===== src/rtl/mux2_arbiter_pkg.sv =====
`default_nettype none
// ============================================================================
// Module   : mux2_arbiter_pkg
// Purpose  : Shared encodings for the two-requester round-robin arbiter:
//            FSM state encoding and the last-served marker.
// Ports    : none (package)
// Revision : 1.0  initial release
// ============================================================================
package mux2_arbiter_pkg;

  // Arbiter FSM states.
  typedef enum logic [1:0] {
    S_IDLE  = 2'd0,
    S_GNT_A = 2'd1,
    S_GNT_B = 2'd2
  } state_t;

  // Last-served marker; the side that is NOT last wins a tie.
  localparam logic LAST_A = 1'b1;
  localparam logic LAST_B = 1'b0;

endpackage : mux2_arbiter_pkg
`default_nettype wire


===== src/rtl/mux2_arbiter_mux2.sv =====
`default_nettype none
// ============================================================================
// Module   : mux2_arbiter_mux2
// Purpose  : Single-bit 2:1 multiplexer, the bit slice of the arbiter's
//            shared select path.
// Ports    : i_a   - input selected when i_sel = 1
//            i_b   - input selected when i_sel = 0
//            i_sel - select
//            o_y   - selected bit
// Revision : 1.0  initial release
// ============================================================================
module mux2_arbiter_mux2 (
  input  logic i_a,
  input  logic i_b,
  input  logic i_sel,
  output logic o_y
);

  assign o_y = i_sel ? i_a : i_b;

endmodule : mux2_arbiter_mux2
`default_nettype wire


===== src/rtl/mux2_arbiter.sv =====
`default_nettype none
// ============================================================================
// Module   : mux2_arbiter
// Purpose  : Round-robin arbiter sharing one registered 2:1 datapath between
//            requesters A and B, with a bounded hold time per grant.
// Ports    : clk, rst_n        - clock, asynchronous active-low reset
//            req_a / req_b     - level requests
//            done_a / done_b   - one-cycle release pulses (valid while granted)
//            a_data / b_data   - W-bit data words, a_valid / b_valid qualifiers
//            gnt_a / gnt_b     - registered, mutually exclusive grants
//            sel               - datapath select (1 = A), equals gnt_a
//            y_data / y_valid  - registered datapath output and qualifier
// Params   : W        - data width
//            MAX_HOLD - max consecutive grant cycles while the other side
//                       waits (>= 2)
//            CW       - hold counter width, 2**CW >= MAX_HOLD
// Revision : 1.0  initial release
// ============================================================================
module mux2_arbiter
  import mux2_arbiter_pkg::*;
#(
  parameter int W        = 8,
  parameter int MAX_HOLD = 16,
  parameter int CW       = 4
) (
  input  logic         clk,
  input  logic         rst_n,
  input  logic         req_a,
  input  logic         req_b,
  input  logic         done_a,
  input  logic         done_b,
  input  logic [W-1:0] a_data,
  input  logic [W-1:0] b_data,
  input  logic         a_valid,
  input  logic         b_valid,
  output logic         gnt_a,
  output logic         gnt_b,
  output logic         sel,
  output logic [W-1:0] y_data,
  output logic         y_valid
);

  state_t         r_state;
  logic           r_last;
  logic [CW-1:0]  r_hold_cnt;
  logic           r_gnt_a;
  logic           r_gnt_b;
  logic [W-1:0]   r_y_data;
  logic           r_y_valid;

  logic [W-1:0]   w_mux_y;
  logic           w_rel_a;
  logic           w_rel_b;
  logic           w_hold_max;

  // A grant is released by an explicit done pulse or by the owner
  // withdrawing its request.
  assign w_rel_a    = done_a | ~req_a;
  assign w_rel_b    = done_b | ~req_b;
  assign w_hold_max = (r_hold_cnt == CW'(MAX_HOLD - 1));

  // W-bit select path built from 1-bit mux slices; select follows gnt_a.
  for (genvar i = 0; i < W; i++) begin : g_bit
    mux2_arbiter_mux2 u_mux2 (
      .i_a   (a_data[i]),
      .i_b   (b_data[i]),
      .i_sel (r_gnt_a),
      .o_y   (w_mux_y[i])
    );
  end

  always_ff @(posedge clk or negedge rst_n) begin
    if (!rst_n) begin
      r_state    <= S_IDLE;
      r_last     <= LAST_B;
      r_hold_cnt <= '0;
      r_gnt_a    <= 1'b0;
      r_gnt_b    <= 1'b0;
      r_y_data   <= '0;
      r_y_valid  <= 1'b0;
    end else begin
      // Datapath registers update every cycle, grant state or not.
      r_y_data  <= w_mux_y;
      r_y_valid <= (r_gnt_a & a_valid) | (r_gnt_b & b_valid);

      case (r_state)
        S_IDLE: begin
          // A wins when alone, or on a tie when B was served last.
          if (req_a && (!req_b || (r_last == LAST_B))) begin
            r_state    <= S_GNT_A;
            r_gnt_a    <= 1'b1;
            r_gnt_b    <= 1'b0;
            r_hold_cnt <= '0;
          end else if (req_b) begin
            r_state    <= S_GNT_B;
            r_gnt_a    <= 1'b0;
            r_gnt_b    <= 1'b1;
            r_hold_cnt <= '0;
          end
        end

        S_GNT_A: begin
          // Release and timeout share the same exit; a timeout only
          // happens when B is waiting, so it always hands over to B.
          if (w_rel_a || (w_hold_max && req_b)) begin
            r_last     <= LAST_A;
            r_hold_cnt <= '0;
            if (req_b) begin
              r_state <= S_GNT_B;
              r_gnt_a <= 1'b0;
              r_gnt_b <= 1'b1;
            end else begin
              r_state <= S_IDLE;
              r_gnt_a <= 1'b0;
              r_gnt_b <= 1'b0;
            end
          end else if (w_hold_max) begin
            // Nobody waiting: keep the grant and restart the hold window.
            r_hold_cnt <= '0;
          end else begin
            r_hold_cnt <= r_hold_cnt + CW'(1);
          end
        end

        S_GNT_B: begin
          if (w_rel_b || (w_hold_max && req_a)) begin
            r_last     <= LAST_B;
            r_hold_cnt <= '0;
            if (req_a) begin
              r_state <= S_GNT_A;
              r_gnt_a <= 1'b1;
              r_gnt_b <= 1'b0;
            end else begin
              r_state <= S_IDLE;
              r_gnt_a <= 1'b0;
              r_gnt_b <= 1'b0;
            end
          end else if (w_hold_max) begin
            r_hold_cnt <= '0;
          end else begin
            r_hold_cnt <= r_hold_cnt + CW'(1);
          end
        end

        default: begin
          r_state    <= S_IDLE;
          r_gnt_a    <= 1'b0;
          r_gnt_b    <= 1'b0;
          r_hold_cnt <= '0;
        end
      endcase
    end
  end

  assign gnt_a   = r_gnt_a;
  assign gnt_b   = r_gnt_b;
  assign sel     = r_gnt_a;
  assign y_data  = r_y_data;
  assign y_valid = r_y_valid;

endmodule : mux2_arbiter
`default_nettype wire


===== config.mk =====
export PLATFORM = sky130hd
export DESIGN_NAME = mux2_arbiter
export DESIGN_NICKNAME = d
export VERILOG_FILES = /design/src/rtl/mux2_arbiter_pkg.sv /design/src/rtl/mux2_arbiter_mux2.sv /design/src/rtl/mux2_arbiter.sv
export SDC_FILE = /design/constraint.sdc
export NUM_CORES = 1
export LEC_CHECK = 0
export BUFFER_PORTS_ARGS = -buffer_cell sky130_fd_sc_hd__buf_2
export CORE_UTILIZATION = 50
export DETAILED_ROUTE_END_ITERATION = 8
export GPL_TIMING_DRIVEN = 0
export PLACE_DENSITY = 0.94
export SYNTH_ARGS = -nofsm -noshare
export SYNTH_HDL_FRONTEND = slang
export SYNTH_SLANG_ARGS = --single-unit

===== constraint.sdc =====
create_clock -name clk -period 3.1 [get_ports clk]
set_input_delay 0.155 -clock clk [delete_from_list [all_inputs] [get_ports clk]]
set_output_delay 0.155 -clock clk [all_outputs]
set_load 0.01 [all_outputs]

Yosys cells after proc, flatten, opt, wreduce, memory -nomap -nowiden
Cells that the tools add are included.
{ "word_totals": {"wordCells": 68, "inputBits": 24, "regBits": 18, "romBits": 0, "ram_bits": 0, "n_memories": 0, "out_inout_bits": 12, "latchBits": 0} }
{ "op_classes": {"n_reduce_logical": 11, "add_sub_neg": 1, "div": 0, "n_eq_ne": 6, "muxes": 35, "shift": 0, "bitwise_logic": 8, "n_lt_le_gt_ge": 0, "mul": 0} }
{ "op_table": {"columns": ["op", "n"], "rows": [
  ["$mux W1", 20],
  ["$mux W4", 5],
  ["$pmux W4 S3", 1],
  ["$mux W2", 5],
  ["$pmux W1 S3", 2],
  ["$pmux W2 S3", 1],
  ["$reduce_and A3 Y1", 2],
  ["$add A4 B1 Y4 const B", 1],
  ["$eq A4 B4 Y1 const B", 1],
  ["$ne A2 B2 Y1 const B", 2],
  ["$logic_and A1 B1 Y1", 3],
  ["$logic_or A1 B1 Y1", 3],
  ["$ne A3 B3 Y1 const B", 1],
  ["$not A1 Y1", 3],
  ["$or A1 B1 Y1", 3],
  ["$and A1 B1 Y1", 2],
  ["$eq A2 B1 Y1 const B", 1],
  ["$eq A2 B2 Y1 const B", 1],
  ["$logic_not A2 Y1", 1],
  ["$pmux W1 S2", 1],
  ["$reduce_bool A2 Y1", 1],
  ["$logic_not A1 Y1", 1]
]} }

Logic depth before layout (Yosys ltp)
{ "depth": {"word_depth": 5, "depth_mapped": 6, "ltp_nobuf": 6} }

Hierarchy
From an unflattened synthesis, not the netlist that was laid out.
{ "unflattened": {"cells_unflattened": 73, "area_unflattened_um2": 929.6} }
{ "by_module_without_submodules": {"columns": ["module", "seq_area_each_um2", "cells_each", "area_each_um2", "n_inst"], "rows": [
  ["mux2_arbiter", 450.4, 65, 809.5, 1],
  ["mux2_arbiter_mux2", 0.0, 1, 15.0, 8]
]} }

Least setup slack after synthesis
Ideal clock, no wire load.
{ "synth_path": {"path_kind": "register to register", "from": "reg r_state[0]", "to": "reg r_state[1]", "path_slack_ns": 1.484, "stages_incl_launch_ff": 6, "setup_ns": 0.125, "arrival_time_ns": 1.491, "n_path_buf": 0, "synth_period_minus_slack_ns": 1.616, "required_time_ns": 2.975, "cell_sequence": "dfrtp_1 inv_1 ha_1 nor3b_2 nand2b_4 mux2_4"} }
{ "synth_between": {"elab_chain_len": 3, "word_cells_on_any_way": 8, "classes_between": "eq/ne: 5; mux: 1; reduce/logical: 2"} }
{ "synth_rtl": {"columns": ["element", "line", "rtl"], "rows": [
  ["from (decl)", "mux2_arbiter.sv:43", "state_t r_state;"],
  ["from (signal assigned)", "mux2_arbiter.sv:74", "r_state <= S_IDLE;"],
  ["from (signal assigned)", "mux2_arbiter.sv:90", "r_state <= S_GNT_A;"],
  ["from (signal assigned)", "mux2_arbiter.sv:95", "r_state <= S_GNT_B;"],
  ["$eq A2 B2 Y1, or another cell as far along", "mux2_arbiter.sv:86", "case (r_state)"],
  ["$ne A2 B2 Y1 (no source line) / $ne A3 B3 Y1 (equally long branches)", null, null],
  ["$reduce_and A3 Y1 (no source line)", null, null]
]} }
Parallel ways exist; a longest one is shown, timed or not.
A chain may end at the register's enable or synchronous reset.

Worst setup path after layout
Same ends and word-level chain as after synthesis.

==> impl_metrics.env <==
export IMPL_pin_count=36
export IMPL_drive_gt1_frac=0.500
export IMPL_synth_warning_count=0
export IMPL_core_area_um2=1590
export IMPL_vias=723
export IMPL_synth_top_area_cell="dfrtp_1"
export IMPL_grt_usage=0.203
export IMPL_drt_pass1_iter_count=3
export IMPL_dieWidth_um=44.3
export IMPL_ys_top_cells_by_count="18 x dfrtp_1, 8 x mux2_2, 5 x ha_1"
export IMPL_clock_sinks=18
export IMPL_fill_cells=115
export IMPL_cp_start_kind="flip-flop"
export IMPL_maxCapViolations=0
export IMPL_worst_path_stages=5
export IMPL_slew_headroom=0.671
export IMPL_synth_ff_type="dfrtp_1"
export IMPL_finalInstanceArea_um2=1150
export IMPL_finalHoldViolCount=0
export IMPL_start_util=0.562
export IMPL_startpoint="r_state[0]"
export IMPL_seq_area_frac_synth=0.503
export IMPL_wirelength_mm=1.81
export IMPL_synthCells=72
export IMPL_syn_to_final_growth_pct=28.1
export IMPL_cp_required_ns=3.29
export IMPL_arrival_ns=2.05
export IMPL_grt_overflow_total=0
export IMPL_remaining_drc_errors=0
export IMPL_critPathMaxStageDelay_ns=0.46
export IMPL_yosys_area_top_type_share=0.503
export IMPL_gp_congestion=0.726
export IMPL_max_slew_worst_pin_slew_ns=0.491
export IMPL_synth_edf_count=0
export IMPL_yosys_cell_count_top_type="dfrtp_1"
export IMPL_clk_pin_slew_ns=0.10
export IMPL_crit_family="simple AND/OR/NAND/NOR gates"
export IMPL_ys_seq_elements=18
export IMPL_avgSynthCellArea_um2=12.4
export IMPL_hold_class="input port to flip-flop"
export IMPL_endpoint="r_state[1]"
export IMPL_worst_r2r_path_depth=5
export IMPL_grt_max_degree=19
export IMPL_dpl_cell_area_um2=1100
export IMPL_synthesis_nets=101
export IMPL_h_tree_depth=1
export IMPL_die_h_um=44.3
export IMPL_post_cts_resized=0
export IMPL_min_period_ns=1.87
export IMPL_crit_chain="inv_1 > ha_1 > nor3b_2 > nand2b_4 > mux2_4"
export IMPL_rsz0062_at_grt="false"
export IMPL_setup_tns_ns=0
export IMPL_power_density_nw_per_um2=721
export IMPL_io_buffers=35
export IMPL_vias_per_cell=5.32
export IMPL_grt_pass1_vias=695
export IMPL_cts_tree="done"
export IMPL_antenna_found_initial=0
export IMPL_clock_root_buffer="clkbuf_4"
export IMPL_synth_area_leaders="dfrtp_1 50%, mux2_2 10%, ha_1 7.0%"
export IMPL_crit_slowest_cell="nor3b_2"
export IMPL_wl_per_cell_um=13.3
export IMPL_crit_type="flip-flop to flip-flop"
export IMPL_grt_first_pass_wirelength_mm=2.83
export IMPL_fin_nets=142
export IMPL_fin_worst_skew_ns=0.00328
export IMPL_cts_buffers=3
export IMPL_drv_slew=0
export IMPL_final_antenna_net_count=0
export IMPL_synth_area_um2=896
export IMPL_rrSetupSlack_ns=1.23
export IMPL_cts_path_max_buffers=2
export IMPL_register_area_um2=450
export IMPL_async_flop_share=1.00
export IMPL_num_rows=14
export IMPL_yosysUniqueCellTypes=30
export IMPL_dpl_worst_slack_ns=1.25
export IMPL_cp_buffers_inverters=1
export IMPL_fmax_mhz=535
export IMPL_setup_ws_ns=1.23
export IMPL_die_area_um2=1970
export IMPL_multi_input_comb_area_um2=422
export IMPL_cp_max_fo=8
export IMPL_cp_end_kind="flip-flop"
export IMPL_status="completed"
export IMPL_antenna_cells=0
export IMPL_clkLatencyLatePin_ns=0.29
export IMPL_drtIter0Drc=13
export IMPL_fin_crit_sh=0.603
export IMPL_setup_violations=0
export IMPL_reg2reg_to="r_state[1]"
export IMPL_r2r_start="r_state[0]"
export IMPL_hpwl_mm=1.42
export IMPL_vdd_drop_max_v=0.000664
export IMPL_holdWs_ns=0.0679
export IMPL_leakage_nw=0.589
final cells by class:
type	instances	area share
repair buffers	36	0.161
inverters	3	0.00981
multi-input cells	49	0.368
clock buffers	4	0.0316
flip-flops and latches	18	0.393
well taps	24	0.0262
plain buffers	2	0.0109
worst reg2reg max path: stages, from the launching register on:
cell	delay, ns
dfrtp_1	0.43
inv_1	0.09
ha_1	0.21
nor3b_2	0.46
nand2b_4	0.27
mux2_4	0.30
through the flow:
| stage | cells | total power, mW | utilization |
|---|---|---|---|
| final | 136 | 0.827 | 0.720 |
| after global routing | 136 | 0.880 | 0.720 |
| after CTS | 136 | 0.833 | 0.720 |
| after detailed placement | 131 | 0.689 | 0.691 |
| after global placement | 131 | 0.669 | 0.691 |
| after floorplan | 72 | 0.573 | - |
state kept, by name, indices dropped and copies added, names as in the netlist:
signal	count
gnt_a	1
gnt_b	1
r_hold_cnt	4
r_last	1
r_state	2
y_data	8
y_valid	1
placed cells by master, fill, tap and decap left out, drive strengths merged:
cell type    Yosys  routed
a21bo            1       1
a21boi           1       1
a21o             2       2
a21oi            4       4
a22o             1       1
and3             1       1
and3b            2       2
buf              2      37
clkbuf           0       4
dfrtp           18      18
dlygate4sd3      0       1
ha               5       5
inv              3       3
mux2             9       9
mux2i            2       2
nand2            4       4
nand2b           1       1
nand3            2       2
nor2             2       2
nor2b            1       1
nor3             1       1
nor3b            1       1
nor4             1       1
o211ai           1       1
o21ai            4       4
o22ai            1       1
o2bb2ai          1       1
o31ai            1       1
cell families after synthesis:
family	after synthesis	share of synthesized area
AO/OA/AOI/OAI	17	0.140
adder cells (fa/ha/maj)	5	0.0698
buffers and inverters	5	0.0265
flip-flops	18	0.503
multiplexers	11	0.140
AND/OR/NAND/NOR	16	0.122
worst min path at each step:
stage	endpoint	cells after the start	slack, ns	from
3_5_place_dp	y_data[1]	1	0.10	rst_n
4_1_cts	y_valid	2	0.06	b_valid
2_1_floorplan	gnt_a	0	-0.14	rst_n
5_1_grt	y_valid	2	0.07	b_valid
6_report	y_valid	2	0.07	b_valid
3_3_place_gp	y_data[1]	1	0.1	rst_n
layer usage:
metal / part of all wire / up-vias / track usage
met5: 0 / - / 0
met4: 0.016 / 0 / 0.0909
met2: 0.55 / 12 / 0.368
met3: 0.035 / 4 / 0.0735
met1: 0.40 / 370 / 0.208
li1: - / 337 / -
where the power goes:
part	total [mW]	switching (mW)	internal (mW)
Clock	0.143	0.0716	0.0716
Sequential	0.335	0.0354	0.300
Combinational	0.349	0.167	0.181
repair_timing:
action | in CTS | in global routing
hold buffers | 1 | 0
setup endpoints to repair | 0 | 0
hold endpoints to repair | 18 | 0
setup buffers | 0 | 0
(Power assumes the default switching activity.)
